**config.mk**
```make
export PLATFORM = sky130hd
export DESIGN_NAME = sepia_byte_serializer
export DESIGN_NICKNAME = d
export VERILOG_FILES = /design/src/rtl/img_pkg.sv /design/src/rtl/chan_clamp.sv /design/src/rtl/sepia_byte_serializer.sv
export SDC_FILE = /design/constraint.sdc
export NUM_CORES = 1
export LEC_CHECK = 0
export BUFFER_PORTS_ARGS = -buffer_cell sky130_fd_sc_hd__buf_2
export CORE_MARGIN = 4
export CORE_UTILIZATION = 30
export CTS_CLUSTER_SIZE = 24
export DETAILED_ROUTE_END_ITERATION = 6
export SLEW_MARGIN = 20
export SYNTH_ARGS = -nofsm -noshare
export SYNTH_HDL_FRONTEND = slang
export SYNTH_SLANG_ARGS = --single-unit
```
**constraint.sdc**
```tcl
create_clock -name clk -period 2.9 [get_ports clk]
set_clock_uncertainty 0.1 [all_clocks]
set_input_delay 0.29 -clock clk [delete_from_list [all_inputs] [get_ports clk]]
set_output_delay 0.29 -clock clk [all_outputs]
set_load 0.02 [all_outputs]
```
**src/rtl/img_pkg.sv**
```systemverilog
// rtl/img_pkg.sv - shared serializer state encoding, byte width and clamp helper
package img_pkg;

    typedef enum logic [1:0] {
        IDLE   = 2'd0,
        SEND_R = 2'd1,
        SEND_G = 2'd2,
        SEND_B = 2'd3
    } ser_state_t;

    localparam int BYTE_W = 8;

    // Saturate a zero-extended channel value to one byte.
    function automatic logic [BYTE_W-1:0] clamp_byte(input logic [31:0] v);
        return (v > 32'd255) ? 8'hFF : v[BYTE_W-1:0];
    endfunction

endpackage

```
**src/rtl/chan_clamp.sv**
```systemverilog
// rtl/chan_clamp.sv - saturate one IN_W-bit channel to a byte and flag overflow
module chan_clamp
    import img_pkg::*;
#(
    parameter int IN_W = 10
) (
    input  logic [IN_W-1:0]   din,
    output logic [BYTE_W-1:0] dout,
    output logic              ovf
);

    logic [31:0] wide;

    assign wide = 32'(din);
    assign dout = clamp_byte(wide);
    assign ovf  = (wide > 32'd255);

endmodule

```
**src/rtl/sepia_byte_serializer.sv**
```systemverilog
// rtl/sepia_byte_serializer.sv - pixel to R,G,B byte serializer; SATURATION_COUNT_EN adds sat_count
module sepia_byte_serializer
    import img_pkg::*;
#(
    parameter int WIDTH  = 768,
    parameter int HEIGHT = 512,
    parameter int IN_W   = 10
) (
    input  logic            clk,
    input  logic            rst,
    input  logic            in_valid,
    output logic            in_ready,
    input  logic [IN_W-1:0] in_r,
    input  logic [IN_W-1:0] in_g,
    input  logic [IN_W-1:0] in_b,
    output logic            out_valid,
    input  logic            out_ready,
    output logic [7:0]      out_data,
    output logic            out_last,
    output logic            frame_done
`ifdef SATURATION_COUNT_EN
    ,
    output logic [31:0]     sat_count
`endif
);

    localparam int NPIX  = WIDTH * HEIGHT;
    localparam int CNT_W = (NPIX > 1) ? $clog2(NPIX) : 1;
    localparam logic [CNT_W-1:0] LAST_IDX = CNT_W'(NPIX - 1);

    ser_state_t        state;
    logic [23:0]       pix;
    logic [CNT_W-1:0]  pix_cnt;
    logic [7:0]        r_c, g_c, b_c;
    logic              r_ovf, g_ovf, b_ovf;
    logic              accept;

    chan_clamp #(.IN_W(IN_W)) u_clamp_r (.din(in_r), .dout(r_c), .ovf(r_ovf));
    chan_clamp #(.IN_W(IN_W)) u_clamp_g (.din(in_g), .dout(g_c), .ovf(g_ovf));
    chan_clamp #(.IN_W(IN_W)) u_clamp_b (.din(in_b), .dout(b_c), .ovf(b_ovf));

    // A new pixel may be taken in the same cycle the B byte leaves.
    assign in_ready = !rst && ((state == IDLE) || (state == SEND_B && out_ready));
    assign accept   = in_valid && in_ready;

    always_ff @(posedge clk or posedge rst) begin
        if (rst) begin
            state      <= IDLE;
            pix        <= 24'd0;
            pix_cnt    <= '0;
            out_valid  <= 1'b0;
            out_data   <= 8'd0;
            out_last   <= 1'b0;
            frame_done <= 1'b0;
        end else begin
            frame_done <= 1'b0;
            case (state)
                IDLE: begin
                    if (accept) begin
                        pix       <= {r_c, g_c, b_c};
                        out_data  <= r_c;
                        out_valid <= 1'b1;
                        state     <= SEND_R;
                    end
                end
                SEND_R: begin
                    if (out_ready) begin
                        out_data <= pix[15:8];
                        state    <= SEND_G;
                    end
                end
                SEND_G: begin
                    if (out_ready) begin
                        out_data <= pix[7:0];
                        out_last <= (pix_cnt == LAST_IDX);
                        state    <= SEND_B;
                    end
                end
                SEND_B: begin
                    if (out_ready) begin
                        out_last   <= 1'b0;
                        frame_done <= out_last;
                        pix_cnt    <= (pix_cnt == LAST_IDX) ? '0 : pix_cnt + 1'b1;
                        if (accept) begin
                            pix      <= {r_c, g_c, b_c};
                            out_data <= r_c;
                            state    <= SEND_R;
                        end else begin
                            out_valid <= 1'b0;
                            state     <= IDLE;
                        end
                    end
                end
                default: state <= IDLE;
            endcase
        end
    end

`ifdef SATURATION_COUNT_EN
    logic [1:0]  sat_inc;
    logic [32:0] sat_sum;

    assign sat_inc = 2'(r_ovf) + 2'(g_ovf) + 2'(b_ovf);
    assign sat_sum = {1'b0, sat_count} + 33'(sat_inc);

    always_ff @(posedge clk or posedge rst) begin
        if (rst) begin
            sat_count <= 32'd0;
        end else if (accept) begin
            sat_count <= sat_sum[32] ? 32'hFFFF_FFFF : sat_sum[31:0];
        end
    end
`else
    logic unused_ovf;
    assign unused_ovf = r_ovf ^ g_ovf ^ b_ovf;
`endif

endmodule

```
==> impl_results.html <==
<table>
<tr><th>Metric</th><th>Value</th></tr>
<tr><th colspan="2">Run status</th></tr>
<tr><td>Run status</td><td>complete, no violations</td></tr>
<tr><th colspan="2">Final layout</th></tr>
<tr><td>Util after Layout</td><td>36.58%</td></tr>
<tr><td>Share of layout cells above drive strength 1</td><td>20.75%</td></tr>
<tr><td>Layout-stage area growth over the synthesis result</td><td>18.28%</td></tr>
<tr><td>Footprint of the multi-input gates</td><td>1134 um^2</td></tr>
<tr><td>Post-route cell area</td><td>2841 um^2</td></tr>
<tr><td>Antenna fix cells</td><td>0</td></tr>
<tr><td>Flip-flop and latch area</td><td>1201 um^2</td></tr>
<tr><td>Count of nets after finishing</td><td>333</td></tr>
<tr><td>Filler Cell Count</td><td>797</td></tr>
<tr><th colspan="2">Critical path</th></tr>
<tr><td>Worst path depth</td><td>5</td></tr>
<tr><td>Data arrival time at the worst-slack endpoint</td><td>2520 ps</td></tr>
<tr><td>Worst Path Required</td><td>3020 ps</td></tr>
<tr><td>Worst reg2reg startpoint</td><td>state[1]$_DFFE_PP0P_</td></tr>
<tr><td>Cells along the critical path</td><td>ha_1, nand4_1, or4_1, or4_1, a21oi_1</td></tr>
<tr><td>Maximum single-stage delay on the critical path</td><td>590 ps</td></tr>
<tr><td>R2R Setup Slk</td><td>500 ps</td></tr>
<tr><td>Critical path buffer and inverter count</td><td>0</td></tr>
<tr><td>Beginning of the critical path</td><td>state[1]$_DFFE_PP0P_</td></tr>
<tr><td>R2r endpoint</td><td>pix_cnt[15]$_DFFE_PP0P_</td></tr>
<tr><td>CP Launch Type</td><td>flip-flop</td></tr>
<tr><td>Slowest library cell on the worst path</td><td>or4_1</td></tr>
<tr><td>Delay-heaviest family, CP</td><td>simple AND/OR/NAND/NOR gates</td></tr>
<tr><td>End point of the critical path</td><td>pix_cnt[15]$_DFFE_PP0P_</td></tr>
<tr><td>Top cell by count, worst path</td><td>or4_1</td></tr>
<tr><td>Maximum fanout along the worst path</td><td>12</td></tr>
<tr><td>Category of the worst setup path capture point</td><td>flip-flop</td></tr>
<tr><td>Worst reg-to-reg path cell count</td><td>5</td></tr>
<tr><td>Critical path start-end classification</td><td>reg2reg</td></tr>
<tr><th colspan="2">GRT</th></tr>
<tr><td>Met1 global-route usage</td><td>17.13%</td></tr>
<tr><td>Global route overflow</td><td>0</td></tr>
<tr><td>Gr usage total</td><td>11.53%</td></tr>
<tr><td>Antenna violations before repair</td><td>0</td></tr>
<tr><td>Largest net degree at the start of global routing</td><td>49</td></tr>
<tr><td>Global-route wire length before repair</td><td>9032 um</td></tr>
<tr><td>Grt met2 use</td><td>16.97%</td></tr>
<tr><td>Met3 routing resource usage after global routing</td><td>2.800%</td></tr>
<tr><td>Most used routing layer</td><td>met1</td></tr>
<tr><td>Via count of the first global-routing pass</td><td>1,872</td></tr>
<tr><th colspan="2">Placed design</th></tr>
<tr><td>Placed Instance Area</td><td>2729 um^2</td></tr>
<tr><td>Routability Congestion</td><td>0.8145</td></tr>
<tr><td>DP Wirelength</td><td>3897 um</td></tr>
<tr><td>Count of input and output buffers</td><td>45</td></tr>
<tr><th colspan="2">Timing</th></tr>
<tr><td>Peak Freq</td><td>416.7 MHz</td></tr>
<tr><td>Total setup violations reported at the end of the flow</td><td>0</td></tr>
<tr><td>Final hold violation count</td><td>0</td></tr>
<tr><td>Total count of max-transition violations in the final report</td><td>0</td></tr>
<tr><td>Minimum clock period</td><td>2400 ps</td></tr>
<tr><td>Worst Max-Slew Pin Slew</td><td>821.1 ps</td></tr>
<tr><td>Headroom to the max-slew limit</td><td>45.20%</td></tr>
<tr><td>Final period util</td><td>82.75%</td></tr>
<tr><td>Final-layout setup total negative slack</td><td>0 ps</td></tr>
<tr><td>Setup repair after global routing missed its margin</td><td>no</td></tr>
<tr><th colspan="2">Logic synthesis</th></tr>
<tr><td>Number of enable-type register cells in the synthesized netlist</td><td>0</td></tr>
<tr><td>Post-synth design cell area</td><td>2402 um^2</td></tr>
<tr><td>Number of nets in the synthesized netlist</td><td>293</td></tr>
<tr><td>Yosys warning total</td><td>0</td></tr>
<tr><td>Post-Syn Instances</td><td>253</td></tr>
<tr><td>Number of synthesized register bits</td><td>48</td></tr>
<tr><td>Top-count cell post-synth</td><td>dfrtp_1</td></tr>
<tr><td>Yosys top cell area share</td><td>50.00%</td></tr>
<tr><td>Top post-synthesis cells by count</td><td>dfrtp_1 (48), nor2_1 (36), a21oi_1 (31)</td></tr>
<tr><td>Sequential share of the synthesized area</td><td>50.00%</td></tr>
<tr><td>Largest area contributor in the netlist</td><td>dfrtp_1</td></tr>
<tr><td>Number of distinct standard cells referenced by the synthesized netlist</td><td>38</td></tr>
<tr><td>Syn avg cell area</td><td>9.495 um^2</td></tr>
<tr><td>Fraction of registers with async set or reset after synthesis</td><td>100.0%</td></tr>
<tr><td>Top cells by area in the synthesized netlist</td><td>dfrtp_1 (50%), a21oi_1 (6.5%), nor2_1 (5.6%)</td></tr>
<tr><td>Most used DFF post-synth</td><td>dfrtp_1</td></tr>
<tr><th colspan="2">Drt</th></tr>
<tr><td>Vias per std cell</td><td>4.816</td></tr>
<tr><td>TritonRoute pass-1 iters</td><td>4</td></tr>
<tr><td>Violation count after the first detailed-route iteration</td><td>80</td></tr>
<tr><td>Count of antenna-violating nets left after detailed routing</td><td>0</td></tr>
<tr><td>Average routed wire per standard cell</td><td>13.26 um</td></tr>
<tr><td>DR DRC count</td><td>0</td></tr>
<tr><td>Wire length reported by the detailed router</td><td>5249 um</td></tr>
<tr><td>Via count of the routed design</td><td>1,907</td></tr>
<tr><th colspan="2">Floorplan</th></tr>
<tr><td>Area enclosed by the die boundary</td><td>9503 um^2</td></tr>
<tr><td>Effective utilization at floorplan</td><td>30.93%</td></tr>
<tr><td>Die W</td><td>97.49 um</td></tr>
<tr><td>CORE AREA</td><td>7767 um^2</td></tr>
<tr><td>Die Height</td><td>97.49 um</td></tr>
<tr><td>Count of pins on the block boundary</td><td>46</td></tr>
<tr><td>Standard-cell row count</td><td>32</td></tr>
<tr><th colspan="2">Clock tree</th></tr>
<tr><td>H-Tree Depth</td><td>2</td></tr>
<tr><td>Cell at the root of the clock tree</td><td>clkbuf_8</td></tr>
<tr><td>CTS tree</td><td>done</td></tr>
<tr><td>Buffer depth of the longest clock path</td><td>2</td></tr>
<tr><td>Number of resized instances in the post-cts repair step</td><td>0</td></tr>
<tr><td>Register clock-pin slew on the reported worst setup and hold paths</td><td>100 ps</td></tr>
<tr><td>CTS Hold Bufs</td><td>0</td></tr>
<tr><td>Insertion delay to the later sink of the worst-skew pair</td><td>300 ps</td></tr>
<tr><td>Post-CTS Repair Setup Buffers</td><td>0</td></tr>
<tr><td>Number of buffers inserted during clock tree synthesis</td><td>5</td></tr>
<tr><td>Clk sinks</td><td>48</td></tr>
<tr><th colspan="2">Power and ir drop</th></tr>
<tr><td>Worst IR drop on VDD</td><td>0.0004880 V</td></tr>
<tr><td>PwrDens</td><td>872.8 nW/um^2</td></tr>
<tr><td>Cell leakage power</td><td>0.001208 uW</td></tr>
<tr><th colspan="2">Job</th></tr>
<tr><td>Total of max-cap violations</td><td>0</td></tr>
<tr><th colspan="2">Hold path</th></tr>
<tr><td>Hold crit path type</td><td>in2async</td></tr>
</table>
==> cells by family (layout without fill, tap and decap cells) <==
group,Yosys count,in the layout,share of synthesized area (%)
AO/OA/AOI/OAI,54,54,13.44
XOR/XNOR,12,12,4.375
adder cells (fa/ha/maj),6,6,3.125
buffers and inverters,20,61,3.333
flip-flops,48,48,50.00
multiplexers,9,9,4.219
AND/OR/NAND/NOR,104,104,21.51
==> flip-flops by register name (all words and copies together), names as in the netlist <==
signal / count
pix_cnt: 19
pix: 16
out_data: 8
state: 2
frame_done: 1
out_last: 1
out_valid: 1
==> stage by stage <==
| step | total power (uW) | setup WS, ps | std cells | hold WS, ps |
|---|---|---|---|---|
| after detailed placement | 2017 | 514.1 | 388 | 375.5 |
| after global routing | 2674 | 325.4 | 396 | 114.0 |
| after CTS | 2510 | 487.5 | 396 | 150.6 |
| after floorplan | 1732 | 803.7 | 253 | 355.7 |
| after global placement | 1991 | 617.1 | 388 | 367.3 |
| final | 2480 | 500.2 | 396 | 31.92 |
==> worst register-to-register path: stages, from the launching register on <==
cell and delay (ps):
dfrtp_1 400, ha_1 410, nand4_1 230, or4_1 590, or4_1 440, a21oi_1 160
==> cell type report <==
| cell class | instances | area share, % |
|---|---|---|
| Sequential cell | 48 | 42.27 |
| Multi-Input combinational cell | 185 | 39.89 |
| Tap cell | 102 | 4.491 |
| Clock buffer | 5 | 2.422 |
| Timing Repair Buffer | 48 | 8.719 |
| Inverter | 5 | 0.7045 |
| Clock inverter | 3 | 1.497 |
==> metal layers <==
metal | vias up | share of wire (%)
li1 | 972 | -
met5 | - | 0
met2 | 46 | 44
met1 | 887 | 51
met3 | 2 | 4.9
met4 | 0 | 0.46
==> layout by cell type (no fill, tap or decap), drive strengths merged, types with 2 or more instances in the layout <==
cell type | netlist | final
nand2 | 15 | 15
inv | 5 | 4
ha | 6 | 6
xnor2 | 9 | 9
o31ai | 4 | 4
and4 | 2 | 2
clkbuf | 7 | 5
dfrtp | 48 | 48
nor3 | 22 | 22
o21ai | 5 | 5
buf | 8 | 48
or4 | 4 | 4
nor2 | 36 | 36
a21oi | 31 | 31
clkinv | 0 | 2
mux2 | 9 | 9
xor2 | 3 | 3
nand4 | 5 | 5
nand3 | 7 | 7
a22oi | 8 | 8
or2 | 2 | 2
nand2b | 3 | 3
==> how the worst min path moves through the flow <==
| stage | slack (ps) | to | cells past startpoint | startpoint |
|---|---|---|---|---|
| CTS | 150 | pix[10]$_DFFE_PP0P_ | 3 | in_g[2] |
| floorplan | 360 | pix_cnt[16]$_DFFE_PP0P_ | 1 | pix_cnt[16]$_DFFE_PP0P_ |
| detailed placement | 380 | out_data[2]$_DFFE_PP0P_ | 1 | out_data[2]$_DFFE_PP0P_ |
| global route | 110 | out_last$_DFFE_PP0P_ | 2 | rst |
| global placement | 370 | out_data[4]$_DFFE_PP0P_ | 1 | out_data[4]$_DFFE_PP0P_ |
| finish | 30 | out_last$_DFFE_PP0P_ | 2 | rst |
==> where the power goes <==
part	leakage, uW	internal (uW)	switching, uW	total (uW)
sequential	0.000570	877	135	1010
clock	0.0000541	256	235	490
combinational	0.000583	408	569	977
total	0.00121	1540	939	2480
Power figures use the tool's default switching activity.
